==> config.mk <==
export PLATFORM = sky130hd
export DESIGN_NAME = pdu_par_flat
export DESIGN_NICKNAME = d
export VERILOG_FILES = /design/src/rtl/pdu_par_pkg.sv /design/src/rtl/pdu_par_if.sv /design/src/rtl/pdu_par_maptbl.sv /design/src/rtl/pdu_par.sv /design/src/flat_wrapper.sv
export SDC_FILE = /design/constraint.sdc
export NUM_CORES = 1
export LEC_CHECK = 0
export CORE_MARGIN = 4
export CORE_UTILIZATION = 52
export CTS_CLUSTER_SIZE = 16
export DETAILED_ROUTE_END_ITERATION = 16
export HOLD_SLACK_MARGIN = 0.03
export PLACE_DENSITY = 0.84
export SLEW_MARGIN = 5
export SYNTH_ARGS = -nofsm -noshare
export SYNTH_HDL_FRONTEND = slang
export SYNTH_SLANG_ARGS = --single-unit
==> constraint.sdc <==
create_clock -name clk -period 3.8 [get_ports clk]
set_clock_uncertainty 0.05 [all_clocks]
set_input_delay 0.38 -clock clk [delete_from_list [all_inputs] [get_ports clk]]
set_output_delay 0.38 -clock clk [all_outputs]
set_load 0.02 [all_outputs]
==> src/rtl/pdu_par_pkg.sv <==
// Shared constants, FSM state type and default map helper for the patch decoding unit.
package pdu_par_pkg;

    localparam logic [1:0]  PP_I           = 2'b00;
    // Truncated to OPCODE_BW at the point of use; all ones at any width.
    localparam logic [31:0] INVALID_OPCODE = '1;

    typedef enum logic [1:0] {IDLE, DECODE, HOLD} pdu_state_t;

    // Default placement: LQ i owns patches 2i and 2i+1.
    function automatic int unsigned default_pch(input int unsigned lq, input bit hi);
        return 2 * lq + (hi ? 1 : 0);
    endfunction

endpackage

==> src/rtl/pdu_par_if.sv <==
// Instruction, map-write and result ports of the patch decoding unit.
interface pdu_par_if #(
    parameter int NUM_LQ     = 8,
    parameter int NUM_PCH    = 16,
    parameter int OPCODE_BW  = 4,
    parameter int LQADDR_BW  = 3,
    parameter int PCHADDR_BW = 4
);
    logic                            in_valid;
    logic                            in_ready;
    logic [OPCODE_BW-1:0]            in_opcode;
    logic [NUM_LQ-1:0]               in_lqlist;
    logic [2*NUM_LQ-1:0]             in_lpplist;
    logic [NUM_LQ*OPCODE_BW-1:0]     in_oplist;
    logic [NUM_LQ*LQADDR_BW-1:0]     in_mreglist;
    logic                            map_we;
    logic [LQADDR_BW-1:0]            map_lq;
    logic [PCHADDR_BW-1:0]           map_pch0;
    logic [PCHADDR_BW-1:0]           map_pch1;
    logic                            out_valid;
    logic                            out_ready;
    logic [OPCODE_BW-1:0]            out_opcode;
    logic [NUM_PCH-1:0]              out_pch_list;
    logic [2*NUM_PCH-1:0]            out_pchpp_list0, out_pchpp_list1;
    logic [NUM_PCH*OPCODE_BW-1:0]    out_pchop_list0, out_pchop_list1;
    logic [NUM_PCH*LQADDR_BW-1:0]    out_pchmreg_list0, out_pchmreg_list1;
    logic                            out_conflict;

    modport master (
        output in_valid, in_opcode, in_lqlist, in_lpplist, in_oplist, in_mreglist,
               map_we, map_lq, map_pch0, map_pch1, out_ready,
        input  in_ready, out_valid, out_opcode, out_pch_list, out_pchpp_list0, out_pchpp_list1,
               out_pchop_list0, out_pchop_list1, out_pchmreg_list0, out_pchmreg_list1, out_conflict
    );
    modport slave (
        input  in_valid, in_opcode, in_lqlist, in_lpplist, in_oplist, in_mreglist,
               map_we, map_lq, map_pch0, map_pch1, out_ready,
        output in_ready, out_valid, out_opcode, out_pch_list, out_pchpp_list0, out_pchpp_list1,
               out_pchop_list0, out_pchop_list1, out_pchmreg_list0, out_pchmreg_list1, out_conflict
    );
endinterface

==> src/rtl/pdu_par_maptbl.sv <==
// LQ-to-patch map: one write port, NRD combinational read ports; reads see pre-write contents.
module pdu_par_maptbl
    import pdu_par_pkg::*;
#(
    parameter int NUM_LQ     = 8,
    parameter int LQADDR_BW  = 3,
    parameter int PCHADDR_BW = 4,
    parameter int NRD        = 1
)(
    input  logic                              clk,
    input  logic                              rst_n,
    input  logic                              we,
    input  logic [LQADDR_BW-1:0]              wr_lq,
    input  logic [PCHADDR_BW-1:0]             wr_pch0,
    input  logic [PCHADDR_BW-1:0]             wr_pch1,
    input  logic [NRD-1:0][LQADDR_BW-1:0]     rd_lq,
    output logic [NRD-1:0][PCHADDR_BW-1:0]    rd_pch0,
    output logic [NRD-1:0][PCHADDR_BW-1:0]    rd_pch1
);
    logic [NUM_LQ-1:0][PCHADDR_BW-1:0] pch0_q, pch1_q;

    always_ff @(posedge clk or negedge rst_n) begin
        if (!rst_n) begin
            for (int i = 0; i < NUM_LQ; i++) begin
                pch0_q[i] <= PCHADDR_BW'(default_pch(i, 1'b0));
                pch1_q[i] <= PCHADDR_BW'(default_pch(i, 1'b1));
            end
        end else if (we) begin
            pch0_q[wr_lq] <= wr_pch0;
            pch1_q[wr_lq] <= wr_pch1;
        end
    end

    always_comb begin
        for (int r = 0; r < NRD; r++) begin
            rd_pch0[r] = pch0_q[rd_lq[r]];
            rd_pch1[r] = pch1_q[rd_lq[r]];
        end
    end

endmodule

==> src/rtl/pdu_par.sv <==
// Patch decoding unit: walks set LQ bits, maps each LQ to two patches, merges per-patch lanes.
module pdu_par
    import pdu_par_pkg::*;
#(
    parameter int NUM_LQ     = 8,
    parameter int NUM_PCH    = 16,
    parameter int OPCODE_BW  = 4,
    parameter int LQADDR_BW  = 3,
    parameter int PCHADDR_BW = 4,
    parameter int LQ_PER_CYC = 1
)(
    input  logic     clk,
    input  logic     rst_n,
    pdu_par_if.slave bus
);
    localparam logic [OPCODE_BW-1:0] OP_INV = OPCODE_BW'(INVALID_OPCODE);

    pdu_state_t state, state_nxt;
    logic accept, in_ready, out_valid;

    logic [NUM_LQ-1:0]                 rem, rem_nxt;
    logic [OPCODE_BW-1:0]              opc;
    logic [NUM_LQ-1:0][1:0]            lpp;
    logic [NUM_LQ-1:0][OPCODE_BW-1:0]  lop;
    logic [NUM_LQ-1:0][LQADDR_BW-1:0]  lmreg;

    logic [NUM_PCH-1:0]                pch, pch_nxt, prior;
    logic [NUM_PCH-1:0][1:0]           pp0, pp1, pp0_n, pp1_n;
    logic [NUM_PCH-1:0][OPCODE_BW-1:0] op0, op1, op0_n, op1_n;
    logic [NUM_PCH-1:0][LQADDR_BW-1:0] mr0, mr1, mr0_n, mr1_n;
    logic                              cfl, cfl_n;
    logic [PCHADDR_BW-1:0]             tgt;

    logic [LQ_PER_CYC-1:0]                 take_v;
    logic [LQ_PER_CYC-1:0][LQADDR_BW-1:0]  take_q;
    logic [LQ_PER_CYC-1:0][PCHADDR_BW-1:0] rpch0, rpch1;

    pdu_par_maptbl #(
        .NUM_LQ(NUM_LQ), .LQADDR_BW(LQADDR_BW), .PCHADDR_BW(PCHADDR_BW), .NRD(LQ_PER_CYC)
    ) u_map (
        .clk(clk), .rst_n(rst_n), .we(bus.map_we), .wr_lq(bus.map_lq),
        .wr_pch0(bus.map_pch0), .wr_pch1(bus.map_pch1),
        .rd_lq(take_q), .rd_pch0(rpch0), .rd_pch1(rpch1)
    );

    // Successive lowest-set-bit picks; slot k always holds a higher LQ than slot k-1.
    always_comb begin
        rem_nxt = rem;
        take_v  = '0;
        take_q  = '0;
        for (int k = 0; k < LQ_PER_CYC; k++) begin
            for (int i = NUM_LQ - 1; i >= 0; i--) begin
                if (rem_nxt[i]) begin
                    take_v[k] = 1'b1;
                    take_q[k] = LQADDR_BW'(i);
                end
            end
            if (take_v[k]) rem_nxt[take_q[k]] = 1'b0;
        end
    end

    // Later slots overwrite earlier ones, so the higher-indexed LQ wins a shared patch.
    always_comb begin
        pch_nxt = pch;
        pp0_n = pp0;  pp1_n = pp1;
        op0_n = op0;  op1_n = op1;
        mr0_n = mr0;  mr1_n = mr1;
        cfl_n = cfl;
        prior = '0;
        tgt   = '0;
        for (int k = 0; k < LQ_PER_CYC; k++) begin
            prior = pch_nxt;
            for (int h = 0; h < 2; h++) begin
                tgt = (h == 0) ? rpch0[k] : rpch1[k];
                if (state == DECODE && take_v[k]) begin
                    if (prior[tgt]) cfl_n = 1'b1;
                    pch_nxt[tgt] = 1'b1;
                    if (!take_q[k][0]) begin
                        pp0_n[tgt] = lpp[take_q[k]];
                        op0_n[tgt] = lop[take_q[k]];
                        mr0_n[tgt] = lmreg[take_q[k]];
                        pp1_n[tgt] = PP_I;
                        op1_n[tgt] = OP_INV;
                        mr1_n[tgt] = '0;
                    end else begin
                        pp1_n[tgt] = lpp[take_q[k]];
                        op1_n[tgt] = lop[take_q[k]];
                        mr1_n[tgt] = lmreg[take_q[k]];
                        pp0_n[tgt] = PP_I;
                        op0_n[tgt] = OP_INV;
                        mr0_n[tgt] = '0;
                    end
                end
            end
        end
    end

    always_comb begin
        state_nxt = state;
        in_ready  = 1'b0;
        out_valid = 1'b0;
        case (state)
            IDLE:   in_ready = 1'b1;
            DECODE: if (rem_nxt == '0) state_nxt = HOLD;
            HOLD: begin
                out_valid = 1'b1;
                in_ready  = bus.out_ready;
                if (bus.out_ready) state_nxt = IDLE;
            end
            default: state_nxt = IDLE;
        endcase
        accept = bus.in_valid & in_ready;
        if (accept) state_nxt = (bus.in_lqlist != '0) ? DECODE : HOLD;
    end

    always_ff @(posedge clk or negedge rst_n) begin
        if (!rst_n) begin
            state <= IDLE;
            rem   <= '0;
            opc   <= OP_INV;
            lpp   <= '0;
            lop   <= '0;
            lmreg <= '0;
            pch   <= '0;
            pp0   <= {NUM_PCH{PP_I}};
            pp1   <= {NUM_PCH{PP_I}};
            op0   <= {NUM_PCH{OP_INV}};
            op1   <= {NUM_PCH{OP_INV}};
            mr0   <= '0;
            mr1   <= '0;
            cfl   <= 1'b0;
        end else begin
            state <= state_nxt;
            if (accept) begin
                opc   <= bus.in_opcode;
                rem   <= bus.in_lqlist;
                lpp   <= bus.in_lpplist;
                lop   <= bus.in_oplist;
                lmreg <= bus.in_mreglist;
                pch   <= '0;
                pp0   <= {NUM_PCH{PP_I}};
                pp1   <= {NUM_PCH{PP_I}};
                op0   <= {NUM_PCH{OP_INV}};
                op1   <= {NUM_PCH{OP_INV}};
                mr0   <= '0;
                mr1   <= '0;
                cfl   <= 1'b0;
            end else if (state == DECODE) begin
                rem <= rem_nxt;
                pch <= pch_nxt;
                pp0 <= pp0_n;
                pp1 <= pp1_n;
                op0 <= op0_n;
                op1 <= op1_n;
                mr0 <= mr0_n;
                mr1 <= mr1_n;
                cfl <= cfl_n;
            end
        end
    end

    assign bus.in_ready          = in_ready;
    assign bus.out_valid         = out_valid;
    assign bus.out_opcode        = opc;
    assign bus.out_pch_list      = pch;
    assign bus.out_pchpp_list0   = pp0;
    assign bus.out_pchpp_list1   = pp1;
    assign bus.out_pchop_list0   = op0;
    assign bus.out_pchop_list1   = op1;
    assign bus.out_pchmreg_list0 = mr0;
    assign bus.out_pchmreg_list1 = mr1;
    assign bus.out_conflict      = cfl;

endmodule

==> src/flat_wrapper.sv <==
// flat-port wrapper written by rule: the top's interface ports become plain ports
module pdu_par_flat import pdu_par_pkg::*;
#(
    parameter int NUM_LQ     = 8,
    parameter int NUM_PCH    = 16,
    parameter int OPCODE_BW  = 4,
    parameter int LQADDR_BW  = 3,
    parameter int PCHADDR_BW = 4,
    parameter int LQ_PER_CYC = 1
)
  (clk, rst_n, bus_in_valid, bus_in_opcode, bus_in_lqlist, bus_in_lpplist, bus_in_oplist, bus_in_mreglist, bus_map_we, bus_map_lq, bus_map_pch0, bus_map_pch1, bus_out_ready, bus_in_ready, bus_out_valid, bus_out_opcode, bus_out_pch_list, bus_out_pchpp_list0, bus_out_pchpp_list1, bus_out_pchop_list0, bus_out_pchop_list1, bus_out_pchmreg_list0, bus_out_pchmreg_list1, bus_out_conflict);
  pdu_par_if #(.NUM_LQ(NUM_LQ), .NUM_PCH(NUM_PCH), .OPCODE_BW(OPCODE_BW), .LQADDR_BW(LQADDR_BW), .PCHADDR_BW(PCHADDR_BW)) bus_i ();
  input  logic clk;
  input  logic rst_n;
  input wire logic [$bits(bus_i.in_valid)-1:0] bus_in_valid;
  input wire logic [$bits(bus_i.in_opcode)-1:0] bus_in_opcode;
  input wire logic [$bits(bus_i.in_lqlist)-1:0] bus_in_lqlist;
  input wire logic [$bits(bus_i.in_lpplist)-1:0] bus_in_lpplist;
  input wire logic [$bits(bus_i.in_oplist)-1:0] bus_in_oplist;
  input wire logic [$bits(bus_i.in_mreglist)-1:0] bus_in_mreglist;
  input wire logic [$bits(bus_i.map_we)-1:0] bus_map_we;
  input wire logic [$bits(bus_i.map_lq)-1:0] bus_map_lq;
  input wire logic [$bits(bus_i.map_pch0)-1:0] bus_map_pch0;
  input wire logic [$bits(bus_i.map_pch1)-1:0] bus_map_pch1;
  input wire logic [$bits(bus_i.out_ready)-1:0] bus_out_ready;
  output wire logic [$bits(bus_i.in_ready)-1:0] bus_in_ready;
  output wire logic [$bits(bus_i.out_valid)-1:0] bus_out_valid;
  output wire logic [$bits(bus_i.out_opcode)-1:0] bus_out_opcode;
  output wire logic [$bits(bus_i.out_pch_list)-1:0] bus_out_pch_list;
  output wire logic [$bits(bus_i.out_pchpp_list0)-1:0] bus_out_pchpp_list0;
  output wire logic [$bits(bus_i.out_pchpp_list1)-1:0] bus_out_pchpp_list1;
  output wire logic [$bits(bus_i.out_pchop_list0)-1:0] bus_out_pchop_list0;
  output wire logic [$bits(bus_i.out_pchop_list1)-1:0] bus_out_pchop_list1;
  output wire logic [$bits(bus_i.out_pchmreg_list0)-1:0] bus_out_pchmreg_list0;
  output wire logic [$bits(bus_i.out_pchmreg_list1)-1:0] bus_out_pchmreg_list1;
  output wire logic [$bits(bus_i.out_conflict)-1:0] bus_out_conflict;
  assign bus_i.in_valid = bus_in_valid;
  assign bus_i.in_opcode = bus_in_opcode;
  assign bus_i.in_lqlist = bus_in_lqlist;
  assign bus_i.in_lpplist = bus_in_lpplist;
  assign bus_i.in_oplist = bus_in_oplist;
  assign bus_i.in_mreglist = bus_in_mreglist;
  assign bus_i.map_we = bus_map_we;
  assign bus_i.map_lq = bus_map_lq;
  assign bus_i.map_pch0 = bus_map_pch0;
  assign bus_i.map_pch1 = bus_map_pch1;
  assign bus_i.out_ready = bus_out_ready;
  assign bus_in_ready = bus_i.in_ready;
  assign bus_out_valid = bus_i.out_valid;
  assign bus_out_opcode = bus_i.out_opcode;
  assign bus_out_pch_list = bus_i.out_pch_list;
  assign bus_out_pchpp_list0 = bus_i.out_pchpp_list0;
  assign bus_out_pchpp_list1 = bus_i.out_pchpp_list1;
  assign bus_out_pchop_list0 = bus_i.out_pchop_list0;
  assign bus_out_pchop_list1 = bus_i.out_pchop_list1;
  assign bus_out_pchmreg_list0 = bus_i.out_pchmreg_list0;
  assign bus_out_pchmreg_list1 = bus_i.out_pchmreg_list1;
  assign bus_out_conflict = bus_i.out_conflict;
  pdu_par #(.NUM_LQ(NUM_LQ), .NUM_PCH(NUM_PCH), .OPCODE_BW(OPCODE_BW), .LQADDR_BW(LQADDR_BW), .PCHADDR_BW(PCHADDR_BW), .LQ_PER_CYC(LQ_PER_CYC)) u_core (.clk(clk), .rst_n(rst_n), .bus(bus_i));
endmodule
==> flow_summary.json <==
{
  "wirelength_met1_um": 27000,
  "rsz0062_at_grt": "false",
  "clockBufferDepth": 3,
  "n_antenna_cell": 0,
  "cts_tree": "built",
  "syn_to_final_growth_pct": 34.9,
  "path_class": "reg -> reg",
  "synth_largest_area_cell": "dfrtp_1",
  "wl_per_cell_um": 26.2,
  "clk_pin_slew_worst_paths_ns": 0.06,
  "synth_top_cell_area_share_pct": 37.0,
  "clk_latency_ns": 0.59,
  "fmax_mhz": 272,
  "final_cells": 2705,
  "ys_types": 87,
  "fin_crit_sh_pct": 96.8,
  "placed_cells": 2615,
  "grt-ovfl-total": 0,
  "crit_fanout": 7,
  "die_width_um": 203,
  "pin_count": 411,
  "cp.arrival_ns": 4.14,
  "seq_area_frac_synth_pct": 58.8,
  "synth_warnings": 0,
  "syn-num-nets": 1789,
  "rows": 71,
  "synth_seq_cells": 455,
  "cp_data_required_time_ns": 4.26,
  "final_max_slew_viol_count": 0,
  "postSynthCellCount": 1689,
  "drive_gt1_share_pct": 23.6,
  "dr.max_layer_used": "met5",
  "start_util_pct": 52.5,
  "cts.sinks": 455,
  "place_ws_ns": 0.0136,
  "grt_pass1_vias": 17100,
  "grt_pass1_wl_um": 107000,
  "drt_iter0_markers": 1752,
  "cts_made_buffers": 46,
  "hold_viol": 0,
  "fp.dieH_um": 203,
  "setup_slack_ns": 0.121,
  "synthesis.area_um2": 19700,
  "nets": 2256,
  "cap_violations": 0,
  "n_fill_cell": 2566,
  "cts_max_level": 2,
  "ant_nets": 0,
  "whs_path_depth": 3,
  "wl_met2_um": 33200,
  "power.density_nw_per_um2": 1050,
  "firstDrtPassIters": 6,
  "dp_hpwl_um": 51800,
  "synth_edf_count": 0,
  "synth.area.top_cells": "dfrtp_1 (37%), dfstp_2 (22%), nand2_1 (6.8%)",
  "peakVddDrop_uv": 674,
  "drt_wl_total_um": 70900,
  "antenna_found_initial": 1,
  "wl_met3_um": 7020,
  "setup_viol": 0,
  "min_period_ns": 3.68,
  "vias_per_cell": 6.22,
  "coreArea_um2": 37500,
  "port_buffers": 410,
  "avgSynthCellArea_um2": 11.7,
  "reg2regPathDepth": 9,
  "gp_congestion": 1.06,
  "ys.flop_type": "dfrtp_1",
  "critPathLaunchType": "flop",
  "min_path_type": "in -> reg",
  "fin_tns_setup_ns": 0,
  "root_buffer": "clkbuf_16",
  "status": "completed",
  "drc": 0,
  "endpoint_kind": "flop",
  "ys_async_sr_fraction_pct": 100,
  "dieArea_um2": 41100,
  "grt_max_degree": 134,
  "p_leak_uw": 0.0115,
  "slew_headroom_pct": 30.4,
  "grtUsageTotal_pct": 33.8,
  "worstMarginPinSlew_ns": 1.04,
  "num_vias": 16800
}
worst max-delay path: stages, from the launching register on:
cell and delay [ns]:
dfrtp_1 0.45, or4_1 0.70, or3_1 0.55, a21oi_1 0.20, nor4_2 0.10, buf_4 0.17, or4b_4 0.54, o21a_1 0.17
nor2_1 0.46, a22o_1 0.21
per-stage QoR:
step           cell area (µm²)  power (µW)  utilization (%)  hold slack, ns
3_5_place_dp             24900       22700             66.4           0.398
5_1_grt                  26600       29000             70.9           0.253
4_1_cts                  26500       27500             70.7           0.226
2_1_floorplan            19700       16100                -          0.0344
6_report                 26600       27900             70.9           0.243
3_3_place_gp             24900       22400             66.4           0.398
timing repair:
| item | in CTS | in global routing |
|---|---|---|
| resized for setup | 1 | 14 |
| hold buffers | 1 | 0 |
| endpoints found under the setup margin | 1 | 100 |
| pin swaps | 0 | 3 |
| setup buffers | 0 | 3 |
| hold endpoints to repair | 65 | 0 |
power breakdown:
group          switching [µW]  internal (µW)
sequential               1080           6590
combinational            9910           5610
clock                    1920           2760
Yosys cell counts, drive strengths merged, types with 5 or more instances:
| cell type | instances |
|---|---|
| o21a | 7 |
| a32oi | 8 |
| buf | 45 |
| o22a | 104 |
| o21ai | 51 |
| mux2 | 68 |
| o2bb2ai | 10 |
| o32ai | 6 |
| a21oi | 56 |
| nand2 | 370 |
| a31oi | 8 |
| a2bb2oi | 12 |
| nor3 | 10 |
| nor4 | 7 |
| dfstp | 164 |
| a32o | 14 |
| clkbuf | 57 |
| dfrtp | 291 |
| nand2b | 14 |
| and2 | 22 |
| o32a | 11 |
| nand3 | 26 |
| mux2i | 36 |
| inv | 9 |
| nand4 | 6 |
| o22ai | 12 |
| a22o | 135 |
| a21o | 5 |
| a22oi | 5 |
| nor2 | 62 |
per-layer routing:
metal | up-vias | track usage (%)
li1 | 7128 | -
met1 | 8457 | 43.4
met2 | 1027 | 54.7
met3 | 214 | 8.83
met4 | 2 | 14.7
met5 | - | 0
sequential cells by signal (all words and copies together) (netlist names), 2 cells and up:
| name | flops |
|---|---|
| u_core.lpp | 16 |
| u_core.bus.out_pchpp_list1 | 32 |
| u_core.bus.out_pch_list | 16 |
| u_core.bus.out_opcode | 4 |
| u_core.u_map.pch1_q | 32 |
| u_core.lmreg | 24 |
| u_core.rem | 8 |
| u_core.lop | 32 |
| u_core.bus.out_pchmreg_list0 | 48 |
| u_core.state | 2 |
| u_core.bus.out_pchop_list1 | 64 |
| u_core.u_map.pch0_q | 32 |
| u_core.bus.out_pchpp_list0 | 32 |
| u_core.bus.out_pchmreg_list1 | 48 |
| u_core.bus.out_pchop_list0 | 64 |
area by class of cell:
type                    instances  area [µm²]  area share, %
clock buffers                  65        1350           5.09
clock inverters                21         226          0.852
inverters                       9        33.8          0.127
multi-input cells            1123        7690           28.9
flip-flops and latches        455       11600           43.6
well taps                     511         639           2.41
repair buffers                521        5040           19.0
cell families after synthesis:
group / Yosys count / share of synthesized area [%]
buffers and inverters: 111 / 2.67
muxes: 104 / 5.72
DFF: 455 / 58.8
AOI/OAI and AO/OA: 470 / 20.1
and+or+nand+nor: 547 / 12.6
adders and majority gates: 2 / 0.102
final timing paths:
| check | startpoint | endpoint | slack, ns |
|---|---|---|---|
| worst max register to register | u_core.rem[3] | u_core.bus.out_pchpp_list0[17] | 0.12 |
| worst min register to register | u_core.bus.out_opcode[1] | u_core.bus.out_opcode[1] | 0.41 |
| worst min-delay path | bus_in_opcode[1] | u_core.bus.out_opcode[1] | 0.24 |
| worst max-delay path | u_core.rem[3] | u_core.bus.out_pchpp_list0[17] | 0.12 |
| max in group asynchronous | rst_n | u_core.bus.out_pchop_list0[15] | 2.20 |
| min in group asynchronous | rst_n | u_core.bus.out_pchpp_list1[31] | 0.49 |
cell usage in the layout, fill, tap and decap left out, drive strengths merged, types with 5 or more instances in the layout:
cell type	count
a21oi	56
nand4	6
clkdlybuf4s50	409
mux2i	36
dfrtp	291
o21a	7
o32a	11
a22oi	5
a31oi	8
o2bb2ai	10
a32o	14
a22o	135
nand2b	14
inv	9
nor3	10
nor4	7
o21ai	51
buf	111
nand3	26
mux2	68
clkinv	16
and2	22
o22ai	12
clkbuf	65
a32oi	8
a21o	5
dfstp	164
o32ai	6
nor2	62
nand2	370
o22a	104
a2bb2oi	12
Note: power is estimated with default switching activity, not from simulation.
